`config.mk`:
```
export PLATFORM = sky130hd
export DESIGN_NAME = prog_run_ctrl
export DESIGN_NICKNAME = d
export VERILOG_FILES = /design/src/rtl/prog_ctrl_pkg.sv /design/src/rtl/prc_sat_counter.sv /design/src/rtl/prog_run_ctrl.sv
export SDC_FILE = /design/constraint.sdc
export NUM_CORES = 1
export LEC_CHECK = 0
export BUFFER_PORTS_ARGS = -buffer_cell sky130_fd_sc_hd__buf_4
export CAP_MARGIN = 0
export CORE_MARGIN = 10
export CORE_UTILIZATION = 51
export DETAILED_ROUTE_END_ITERATION = 8
export PLACE_DENSITY = 0.77
export SLEW_MARGIN = 0
export SYNTH_ARGS = -nofsm -noshare
export SYNTH_HDL_FRONTEND = slang
export SYNTH_SLANG_ARGS = --single-unit
```
`constraint.sdc`:
```
create_clock -name clk -period 2.8 [get_ports clk]
set_clock_uncertainty 0.05 [all_clocks]
set_input_delay 0 -clock clk [delete_from_list [all_inputs] [get_ports clk]]
set_output_delay 0 -clock clk [all_outputs]
set_load 0.02 [all_outputs]
```
`src/rtl/prog_ctrl_pkg.sv`:
```
// Shared types and default constants for the program run sequencer.
// Sequencer states, RUN exit causes and default END_PC / MAX_CYC values.
package prog_ctrl_pkg;

    typedef enum logic [1:0] {
        IDLE = 2'd0,
        INIT = 2'd1,
        RUN  = 2'd2,
        DONE = 2'd3
    } prc_state_t;

    typedef enum logic [1:0] {
        EXIT_HALT = 2'd0,
        EXIT_END  = 2'd1,
        EXIT_TMO  = 2'd2
    } prc_exit_t;

    localparam int unsigned PRC_END_PC  = 128;
    localparam int unsigned PRC_MAX_CYC = 32'h0000_FFFF;

endpackage

```
`src/rtl/prc_sat_counter.sv`:
```
// Saturating up-counter with synchronous clear; also exposes its next
// (incremented, saturated) value for look-ahead comparisons.
module prc_sat_counter #(
    parameter int W = 16
) (
    input  logic         clk,
    input  logic         rst_n,
    input  logic         clr_i,
    input  logic         en_i,
    output logic [W-1:0] cnt_o,
    output logic [W-1:0] cnt_next_o
);

    logic [W-1:0] cnt_q, cnt_d;

    assign cnt_next_o = (cnt_q == '1) ? cnt_q : cnt_q + W'(1);
    assign cnt_o      = cnt_q;

    always_comb begin
        cnt_d = cnt_q;
        if (clr_i) begin
            cnt_d = '0;
        end else if (en_i) begin
            cnt_d = cnt_next_o;
        end
    end

    always_ff @(posedge clk or negedge rst_n) begin
        if (!rst_n) begin
            cnt_q <= '0;
        end else begin
            cnt_q <= cnt_d;
        end
    end

endmodule

```
`src/rtl/prog_run_ctrl.sv`:
```
// Run sequencer: req/done handshake, register-file clear, PC release, watchdog.
// Optional build macro PRC_STEP_EN: RUN advances one cycle per rising edge of step.
module prog_run_ctrl
    import prog_ctrl_pkg::*;
#(
    parameter int          D        = 12,
    parameter int          END_PC   = PRC_END_PC,
    parameter int          RF_DEPTH = 8,
    parameter int          CW       = 16,
    parameter int unsigned MAX_CYC  = PRC_MAX_CYC
) (
    input  logic                        clk,
    input  logic                        reset,
    input  logic                        req,
    input  logic [D-1:0]                prog_ctr,
    input  logic                        halt,
    input  logic                        step,
    output logic                        core_rst,
    output logic                        core_en,
    output logic                        rf_clr_we,
    output logic [$clog2(RF_DEPTH)-1:0] rf_clr_addr,
    output logic                        busy,
    output logic                        done,
    output logic                        timeout,
    output logic [CW-1:0]               cyc_cnt
);

    localparam int AW = $clog2(RF_DEPTH);

    prc_state_t    state_q, state_d;
    logic [AW-1:0] addr_q, addr_d;
    logic          tmo_q, tmo_d;
    logic          run_en;
    logic          cnt_clr;
    logic          exit_hit;
    prc_exit_t     exit_cause;
    logic [CW-1:0] cnt_next;

`ifdef PRC_STEP_EN
    logic step_q;
    logic en_q, en_d;

    // One enabled RUN cycle per step rising edge; never re-armed on the exit cycle.
    assign en_d   = (state_q == RUN) && !exit_hit && step && !step_q;
    assign run_en = (state_q == RUN) && en_q;

    always_ff @(posedge clk or negedge reset) begin
        if (!reset) begin
            step_q <= 1'b0;
            en_q   <= 1'b0;
        end else begin
            step_q <= step;
            en_q   <= en_d;
        end
    end
`else
    logic unused_step;

    assign unused_step = step;
    assign run_en      = (state_q == RUN);
`endif

    prc_sat_counter #(
        .W (CW)
    ) u_cyc_cnt (
        .clk        (clk),
        .rst_n      (reset),
        .clr_i      (cnt_clr),
        .en_i       (run_en),
        .cnt_o      (cyc_cnt),
        .cnt_next_o (cnt_next)
    );

    // The terminating cycle is itself counted, so the watchdog looks at the
    // count including the current cycle.
    always_comb begin
        exit_hit   = 1'b0;
        exit_cause = EXIT_HALT;
        if (run_en) begin
            if (halt) begin
                exit_hit   = 1'b1;
                exit_cause = EXIT_HALT;
            end else if (prog_ctr == D'(END_PC)) begin
                exit_hit   = 1'b1;
                exit_cause = EXIT_END;
            end else if (cnt_next >= CW'(MAX_CYC)) begin
                exit_hit   = 1'b1;
                exit_cause = EXIT_TMO;
            end
        end
    end

    always_comb begin
        state_d = state_q;
        addr_d  = addr_q;
        tmo_d   = tmo_q;
        cnt_clr = 1'b0;
        case (state_q)
            IDLE: begin
                if (req) begin
                    state_d = INIT;
                    addr_d  = '0;
                    tmo_d   = 1'b0;
                    cnt_clr = 1'b1;
                end
            end
            INIT: begin
                addr_d = addr_q + AW'(1);
                if (addr_q == AW'(RF_DEPTH - 1)) begin
                    state_d = RUN;
                end
            end
            RUN: begin
                if (exit_hit) begin
                    state_d = DONE;
                    tmo_d   = (exit_cause == EXIT_TMO);
                end
            end
            DONE: begin
                if (!req) begin
                    state_d = IDLE;
                end
            end
            default: state_d = IDLE;
        endcase
    end

    always_ff @(posedge clk or negedge reset) begin
        if (!reset) begin
            state_q <= IDLE;
            addr_q  <= '0;
            tmo_q   <= 1'b0;
        end else begin
            state_q <= state_d;
            addr_q  <= addr_d;
            tmo_q   <= tmo_d;
        end
    end

    assign core_rst    = (state_q == IDLE) || (state_q == INIT);
    assign core_en     = run_en;
    assign rf_clr_we   = (state_q == INIT);
    assign rf_clr_addr = addr_q;
    assign busy        = (state_q == INIT) || (state_q == RUN);
    assign done        = (state_q == DONE);
    assign timeout     = tmo_q;

endmodule

```
## Word level (Yosys, flattened, before mapping)

Cells that the tools add are included.

- Bits in registers: 22
- Bits in latches: 0
- RAM bits: 0
- Memory bits (read-only): 0
- Input port bits: 17
- Output and inout bits: 25
- Word-level logic and storage cells: 50
- Memories kept: 0

- $add $sub $neg: 2
- Multiply operators: 0
- Divide/modulo/power cells: 0
- Magnitude comparators: 1
- Equal/unequal tests: 11
- Shift operators: 0
- Multiplexer cells: 23
- Bitwise logic cells: 0
- Reduce and logical (&&, ||, !) cells: 9

Operators by type and width:

| cell | count |
|---|---|
| 2-to-1 mux 16 bit | 3 |
| adder 16 x 1 -> 16 bit (second input constant) | 1 |
| == test 16 bit (second input constant) | 1 |
| greater-or-equal comparator 16 bit (second input constant) | 1 |
| 2-to-1 mux 2 bit | 8 |
| == test 12 x 8 -> 1 bit (second input constant) | 1 |
| 2-to-1 mux 1 bit | 8 |
| case mux 2 bit (4 select lines) | 1 |
| == test 2 bit (second input constant) | 3 |
| case mux 3 bit (2 select lines) | 1 |
| nonzero test 2 bit | 3 |
| inequality test 2 x 1 -> 1 bit (second input constant) | 2 |
| inequality test 2 bit (second input constant) | 2 |
| AND reduction 4 bit | 1 |
| adder 3 x 1 -> 3 bit (second input constant) | 1 |
| == test 3 bit (second input constant) | 1 |
| 2-to-1 mux 3 bit | 1 |
| AND reduction 3 bit | 1 |
| == test 2 x 1 -> 1 bit (second input constant) | 1 |
| logical NOT 2 bit | 1 |
| logical OR 1 bit | 2 |
| case mux 1 bit (2 select lines) | 1 |
| AND reduction 2 bit | 1 |

## Depth between registers and ports, before layout

Gate-level depths: netlist of run 1.

- Depth after elaboration: 10
- Depth in mapped cells: 9
- Depth with buffers taken out: 9

## Cells and area by module

From an unflattened synthesis of run 1, not the netlist that was laid out.

- Cell total of the unflattened synthesis: 188
- Area, all modules: 1686.6 µm²

Modules (own cells, without submodules):

| module | times used | cells an instance | area an instance (µm²) | sequential area each (µm²) |
|---|---|---|---|---|
| prc_sat_counter | 1 | 143 | 1252.5 | 400.4 |
| prog_run_ctrl | 1 | 45 | 434.2 | 150.1 |

## Worst setup path after synthesis of run 1

Ideal clock, no wire load.

- Path type: reg-to-reg
- Start point: register u_cyc_cnt.cnt_q[0], in the netlist u_cyc_cnt.cnt_o[0]
- End point: register state_q[1]
- Library setup time: 0.131 ns
- Arrival: 2.327 ns
- Data required time: 2.619 ns
- Setup slack: 0.292 ns
- Stages on the path, launching flop included: 10
- Path buffers: 1
- Period minus slack after synthesis: 2.508 ns
- Path through: dfrtp_1 > ha_1 > and4_4 > buf_6 > and3_1 > a221oi_1 > a2111oi_2 > o2111a_2 > and3_1 > or3_1

- Word-level cells in the longest chain between the ends: 9
- Elaborated cells on any way between the ends: 10
- Those cells by class: add/sub: 1; order compare: 1; eq/ne: 2; mux: 5; reduce/logical: 1

Ends and longest elaborated chain:

| what | line | text |
|---|---|---|
| from (decl) | prc_sat_counter.sv:14 | `logic [W-1:0] cnt_q, cnt_d;` |
| from (signal assigned) | prc_sat_counter.sv:32 | `cnt_q <= cnt_d;` |
| adder 16 x 1 -> 16 bit or == test 16 bit (tied branches) | prc_sat_counter.sv:16 | `assign cnt_next_o = (cnt_q == '1) ? cnt_q : cnt_q + W'(1);` |
| 2-to-1 mux 16 bit (*) | prc_sat_counter.sv:16 |  |
| greater-or-equal comparator 16 bit (*) | prog_run_ctrl.sv:86 | `end else if (cnt_next >= CW'(MAX_CYC)) begin` |
| 2-to-1 mux 1 bit (*) | prog_run_ctrl.sv:86 |  |
| 2-to-1 mux 1 bit (*) | prog_run_ctrl.sv:83 | `end else if (prog_ctr == D'(END_PC)) begin` |
| 2-to-1 mux 1 bit (*) | prog_run_ctrl.sv:80 | `if (halt) begin` |
| 2-to-1 mux 1 bit (*) | prog_run_ctrl.sv:79 | `if (run_en) begin` |
| inequality test 2 x 1 -> 1 bit (no line) (*) | n/a |  |
| AND reduction 4 bit (no line) (*) | n/a |  |
| to (signal assigned) | prog_run_ctrl.sv:134 | `state_q <= state_d;` |
| to (decl) | prog_run_ctrl.sv:30 | `prc_state_t state_q, state_d;` |

Mark *: on every way between the ends. The rest lies on a longest branch, timed or not.
A chain may end at the register's enable or synchronous reset.

## Worst setup path in the final report of run 1

Ends and elaborated chain as after synthesis.

==> run summary, run 1 <==
routability congestion estimate - 0.8968
WP data arrival - 2760 ps
syn_nets - 210
share of the synthesized area in the top cell type - 33.16%
Distinct cells, synth - 45
Seq/Total Area, Yosys - 33.16%
Post-synth top cells - 22 x dfrtp_1, 21 x nor2_1, 15 x nand2_1, 10 x nand3_1, 8 x xnor2_1
most area-consuming cells after synthesis - dfrtp_1 33%, ha_1 5.3%, nor2_1 4.7%
worst min-delay path category - in2async
Reg clk slew, reported paths - 130 ps
most used cell, CP - and3_1
Vias - 1591
final period utilization - 92.58%
Setup TNS Final - 0 ps
final WL - 4.559 mm
Max Root-Sink Buffers - 2
Post-Synthesis Cells - 186
R2R setup slack - 210 ps
Final Setup Violations - 0
crit path max fanout - 7
total grt overflow - 0
core area - 3078 µm²
max_cap viols - 0
Setup crit end - state_q[1]
Worst R2R Path Depth - 8
leakage - 0.8768 nW
Syn-to-layout area delta - 21.25%
CTS Buf Count - 3
PwrDens - 723.5 nW/µm²
ordered cell list for the critical path - ha_1 -> nand4_1 -> nor3_2 -> mux2i_1 -> a21oi_1 -> and3_1 -> and3_1 -> or3_1
routed vias/inst - 5.959
fin crit period - 2592 ps
H-tree Lvls - 1
Min Hold Slack - 45.80 ps
DRT antenna net count - 0
RSZ-0062 raised after global routing - no
vias in the first global route - 1535
worst r2r src - u_cyc_cnt.cnt_o[0]
antenna cells - 0
Initial Utilization - 53.94%
maximum vdd ir drop - 397.8 µV
CP Class - reg2reg
register area - 550.5 µm²
Setup crit end kind - flip-flop
Slew Viols, Final - 0
slowest CP cell - dfrtp_1
Die X - 77.06 µm
CP max stage delay - 460 ps
Slew headroom - 58.19%
root buf cell - clkbuf_4
CTS tree - built
register bit total from synthesis - 22
DR pass1 iterations - 4
area taken by multi-input logic gates - 1013 µm²
Rows - 20
die height - 77.06 µm
fillers - 272
status - complete, no violations
number of remaining DRC errors - 0
clk sinks - 22
Fmax - 385.8 MHz
global-route wire length before repair - 7.431 mm
largest net degree at the start of global routing - 23
leading cell type by number of instances after synthesis - dfrtp_1
routed len/inst - 17.07 µm
Post-CTS Setup Bufs - 0
DP HPWL - 3.470 mm
clk_lat worst skew - 320 ps
Hold Violations, Final - 0
gr usage total - 14.95%
Worst EP required - 2970 ps
Synth Flop Type - dfrtp_1
r2r endpoint - state_q[1]
Synth Cell Area - 1660 µm²
Worst Setup SP - u_cyc_cnt.cnt_o[0]
worst slew pin tran - 627.1 ps
Post-synth EDFFs - 0
Avg Cell Area, Syn - 8.927 µm²
Ys Warns - 0
Ports - 42
Die ar. - 5937 µm²
layout cells sized above 1 - 26.46%
initial antenna violation count - 0
nets - 249
IO Port Bufs - 40
Post-synth ARST share - 100.0%
Synth area leader - dfrtp_1
CP startpoint kind - flip-flop
Initial DRC Count - 127
## routing by layer
metal / track usage [%] / share of wire, % / wire, µm
met1: 18.14 / 41 / 1883
met3: 4.079 / 6.7 / 306
met2: 24.96 / 51 / 2310
met4: 4.745 / 1.3 / 59
met5: 0 / 0 / 0
## timing repair
item                                    4_1_cts  5_1_grt
hold buffers                                  3        0
resized for setup                             0        2
hold endpoints to repair                     26        0
endpoints found under the setup margin        0        1
## cells by family after synthesis
logic type	Yosys count	synth area share [%]
AOI/OAI and AO/OA	36	15.83
DFF	22	33.16
and+or+nand+nor	82	27.43
xor gates and xnor gates	12	6.330
adders and majority gates	8	5.878
muxes	8	5.124
buffers and inverters	18	6.255
## registers in the layout (all words and copies together), names as in the netlist
register	cells
state_q	2
u_cyc_cnt.cnt_o	16
timeout	1
rf_clr_addr	3
## cell usage in the layout (no fill, tap or decap), drive strengths merged, types with 4 or more instances in the layout
cell    instances
nor2           22
a211oi          4
xnor2           8
and3            7
mux2i           7
buf            42
nand2          15
nor3            5
ha              7
a21oi           7
o21ai           4
dfrtp          22
xor2            4
nand3          12
inv             7
nor4            6
nand4           4
a31oi           6
## per-stage QoR
step	setup slack [ps]	area (µm²)	utilization, %	total power, W	instances
3_5_place_dp	234.3	1953	63.46	0.001309	261
6_report	207.8	2013	65.41	0.001457	267
3_3_place_gp	259.1	1953	63.46	0.001277	261
5_1_grt	26.86	2013	65.41	0.001580	267
4_1_cts	199.3	2006	65.16	0.001460	267
2_1_floorplan	292.2	1660	-	0.001031	186
## worst max-delay path: cells and delay by family (launching register included)
family | cells | cell delay (ps)
muxes | 1 | 220
DFF | 1 | 460
adders and majority gates | 1 | 290
and+or+nand+nor | 5 | 1380
AOI/OAI and AO/OA | 1 | 80
## cell type report
| cell class | count | area share (%) |
|---|---|---|
| Tap cell | 44 | 2.735 |
| Sequential cell | 22 | 27.35 |
| Inverter | 7 | 1.305 |
| Clock buffer | 3 | 1.119 |
| Timing Repair Buffer | 45 | 17.15 |
| Multi-Input combinational cell | 146 | 50.34 |
## report_power, final
group	switching [W]	internal, W	total, W	leakage, nW
Combinational	0.000485	0.000352	0.000837	0.569
Sequential	0.0000839	0.000384	0.000468	0.294
Clock	0.000101	0.0000504	0.000151	0.0138
## how the worst min path moves through the flow
stage                      from             endpoint  slack (ps)  depth (start not counted)
after floorplan           reset       rf_clr_addr[0]        -350                          0
after global placement    reset   u_cyc_cnt.cnt_o[4]        -150                          1
after detailed placement  reset  u_cyc_cnt.cnt_o[11]        -140                          1
after CTS                 reset       rf_clr_addr[2]          50                          2
after global routing      reset       rf_clr_addr[0]          60                          2
final                     reset       rf_clr_addr[1]          50                          2
Power figures use the tool's default switching activity.
==> run 2, diff against run 1 <==
--- a/config.mk
+++ b/config.mk
@@ -5,8 +5,10 @@
 export SDC_FILE = /design/constraint.sdc
 export NUM_CORES = 1
 export LEC_CHECK = 0
+export ABC_AREA = 1
 export BUFFER_PORTS_ARGS = -buffer_cell sky130_fd_sc_hd__buf_4
 export CAP_MARGIN = 0
+export CORE_ASPECT_RATIO = 0.5
 export CORE_MARGIN = 10
 export CORE_UTILIZATION = 51
 export DETAILED_ROUTE_END_ITERATION = 8
==> run 2 against run 1 <==
Effect of this change:
- synthesized area is 1.7% lower
- critical path depth is 6 higher
- die area increased by 1.1%
- sequential cell count unchanged
- clock-buffer cell count up 1
- maximum frequency rose by 20%
- synthesized cell count increased by 25%
- register-to-register slack improved by 430 ps
==> run summary, run 2 <==
Synth area leader - dfrtp_1
IO Port Bufs - 40 (unchanged)
share of the synthesized area in the top cell type - 33.72% (+0.56 points)
global-route wire length before repair - 7.596 mm (+2.2%)
PwrDens - 650.9 nW/µm² (-10%)
Worst EP required - 2910 ps (-60 ps)
Post-Synthesis Cells - 232 (+25%)
Post-DP Area - 1968 µm² (+0.77%)
worst slew pin tran - 566.0 ps (-61.06 ps)
CP Buf/Inv Count - 0 (unchanged)
final WL - 4.426 mm (-2.9%)
RSZ-0062 raised after global routing - no
Post-synth EDFFs - 0 (unchanged)
Syn-to-layout area delta - 25.13%
Post-synth ARST share - 100.0% (unchanged)
Post-CTS Setup Bufs - 0 (unchanged)
DP HPWL - 3.473 mm (about the same)
leakage - 1.018 nW (+16%)
CTS tree - built
syn_nets - 256 (+22%)
CP max stage delay - 460 ps (about the same)
CP Class - reg2reg
max_cap viols - 0 (unchanged)
Vias - 1692 (+6.3%)
final period utilization - 77.05% (-16 points)
R2R setup slack - 640 ps (+430 ps)
die height - 60.01 µm (-22%)
Max Root-Sink Buffers - 2 (unchanged)
max reg flops - 16 (unchanged)
DR pass1 iterations - 5 (+1)
Slew Viols, Final - 0 (unchanged)
simple-gate share of the synthesized area - 41.99% (+15 points)
DRT antenna net count - 0 (unchanged)
status - complete, no violations
Slew headroom - 62.17% (+4.0 points)
fin crit period - 2158 ps (-434.7 ps)
fillers - 290 (+6.6%)
vias in the first global route - 1619 (+5.5%)
nets - 300 (+20%)
routability congestion estimate - 0.9461 (+5.5%)
root buf cell - clkbuf_8
ordered cell list for the critical path - ha_1 -> nand3_1 -> nor2_1 -> nand3_1 -> nand2_1 -> nand2_1 -> nand2_2 -> nand2_1 -> nor2_1 -> nand3_2 -> nand2_2 -> nand2_2 -> nand2_1 -> nand2_1
placed cells - 309 (+18%)
Synth Area in Compound Gates - 9.119% (-6.7 points)
clk sinks - 22 (unchanged)
XOR/XNOR Fraction of Synth Area - 2.146% (-4.2 points)
clk_lat worst skew - 270 ps (-50 ps)
fraction of the mapped netlist area in adder cells - 5.364% (-0.51 points)
worst min-delay path category - in2reg
crit path max fanout - 5 (-2)
Die ar. - 6002 µm² (+1.1%)
cell area after layout - 2043 µm² (+1.5%)
Reg clk slew, reported paths - 80 ps (-50 ps)
maximum vdd ir drop - 659.5 µV (+66%)
commonest non-fill, non-tap cells in the layout - 65 x nand2_1, 41 x buf_4, 32 x nand3_1
Initial Utilization - 53.88% (-0.062 points)
Fmax - 463.5 MHz (+20%)
CTS resizes - 0 (unchanged)
Post-CTS Hold Buffers - 2 (-1)
routed vias/inst - 5.371 (-9.9%)
WP data arrival - 2270 ps (-490 ps)
gr usage total - 15.54% (+0.59 points)
Top delay family on crit path - simple AND/OR/NAND/NOR gates
Avg Cell Area, Syn - 7.038 µm² (-21%)
Rows - 14 (-30%)
final setup margin - 642.5 ps (+434.7 ps)
Post-synth top cells - 65 x nand2_1, 32 x nand3_1, 23 x inv_1, 22 x dfrtp_1, 15 x nor2_1
Ports - 42 (unchanged)
largest net degree at the start of global routing - 23 (unchanged)
most common cell after layout, fill and taps aside - nand2_1
largest family of logic cells by synthesized area - simple AND/OR/NAND/NOR gates
Ys Warns - 0 (unchanged)
antenna cells - 0 (unchanged)
Synth Cell Area - 1633 µm² (-1.7%)
Initial DRC Count - 137 (+7.9%)
leading cell type by number of instances after synthesis - nand2_1
Setup TNS Final - 0 ps (unchanged)
most used cell, CP - nand2_1
Setup crit end kind - flip-flop
core area - 3030 µm² (-1.5%)
setup slack at placement - 683.5 ps (+449.2 ps)
CP startpoint kind - flip-flop
slowest CP cell - dfrtp_1
most area-consuming cells after synthesis - dfrtp_1 34%, nand2_1 15%, nand3_1 9.8%
Distinct cells, synth - 33 (-27%)
CTS Buf Count - 3 (unchanged)
initial antenna violation count - 0 (unchanged)
H-tree Lvls - 1 (unchanged)
Synth Flop Type - dfrtp_1
Die X - 100.0 µm (+30%)
register bit total from synthesis - 22 (unchanged)
routed len/inst - 14.05 µm (-18%)
final cell count without fillers - 315 (+18%)
total grt overflow - 0 (unchanged)
layout cells sized above 1 - 24.73% (-1.7 points)
Final Setup Violations - 0 (unchanged)
Seq/Total Area, Yosys - 33.72% (+0.56 points)
number of remaining DRC errors - 0 (unchanged)
mux cell area share after synthesis - 0% (-5.1 points)
Hold Violations, Final - 0 (unchanged)
## run 2: changes by cell type after synthesis, sizes merged, moves of 5 or more
| cell | change |
|---|---|
| mux2i | -7 |
| xnor2 | -7 |
| nand2 | +58 |
| a31oi | -6 |
| o21ai | +11 |
| nand3 | +22 |
| buf | -6 |
| inv | +18 |
| nor3 | -5 |
| and3 | -7 |
## run 2: worst register-to-register path, cell delays in order (launching register included)
cell     delay (ps)
dfrtp_1         460
ha_1            310
nand3_1         170
nor2_1          200
nand3_1         100
nand2_1          70
nand2_1          60
nand2_2          70
nand2_1          50
nor2_1          130
nand3_2         120
nand2_2         100
nand2_2          60
nand2_1          70
nand2_1          50
## run 2: layer usage
layer,up-vias,routed length (µm),global-route usage (%)
li1,846,-,-
met1,776,1958,19.24
met2,64,2103,26.76
met3,6,335,4.603
met4,0,29,2.600
met5,-,0,0
## run 2: path summary, 6_finish.rpt
path                                     from                   to  cells past startpoint
max                        u_cyc_cnt.cnt_o[0]           state_q[1]                     14
min                                       req           state_q[1]                      4
max reg2reg                u_cyc_cnt.cnt_o[0]           state_q[1]                     14
min reg2reg                           timeout              timeout                      2
max in group asynchronous               reset  u_cyc_cnt.cnt_o[14]                      2
min in group asynchronous               reset           state_q[1]                      2
## run 2: cells by family after synthesis
group           count (synthesis)
compound gates                 26
flops                          22
fa+ha+maj                       7
buf+inv                        31
simple gates                  142
xor+xnor                        4
## run 2: cell type report
type                       instances  area (µm²)  area share (%)
multi-input combinational        179       957.2           46.85
timing repair buffer              43       327.8           16.04
sequential                        22       550.5           26.94
inverter                          27       102.6           5.021
tap                               40       50.05           2.449
clock buffer                       4       55.05           2.694
## run 2: stage by stage
| stage | util [%] | power, W | hold WS [ps] |
|---|---|---|---|
| floorplan | - | 0.0008663 | -345.6 |
| global placement | 64.95 | 0.001092 | -140.7 |
| detailed placement | 64.95 | 0.001105 | -135.0 |
| CTS | 67.42 | 0.001349 | 48.46 |
| global route | 67.42 | 0.001451 | 64.27 |
| finish | 67.42 | 0.001330 | 53.34 |
## run 2: where the power goes
part	internal, W	switching [W]	leakage (nW)
Sequential	0.000367	0.0000623	0.300
Clock	0.000126	0.000109	0.0288
Combinational	0.000240	0.000426	0.690
Total	0.000733	0.000597	1.02
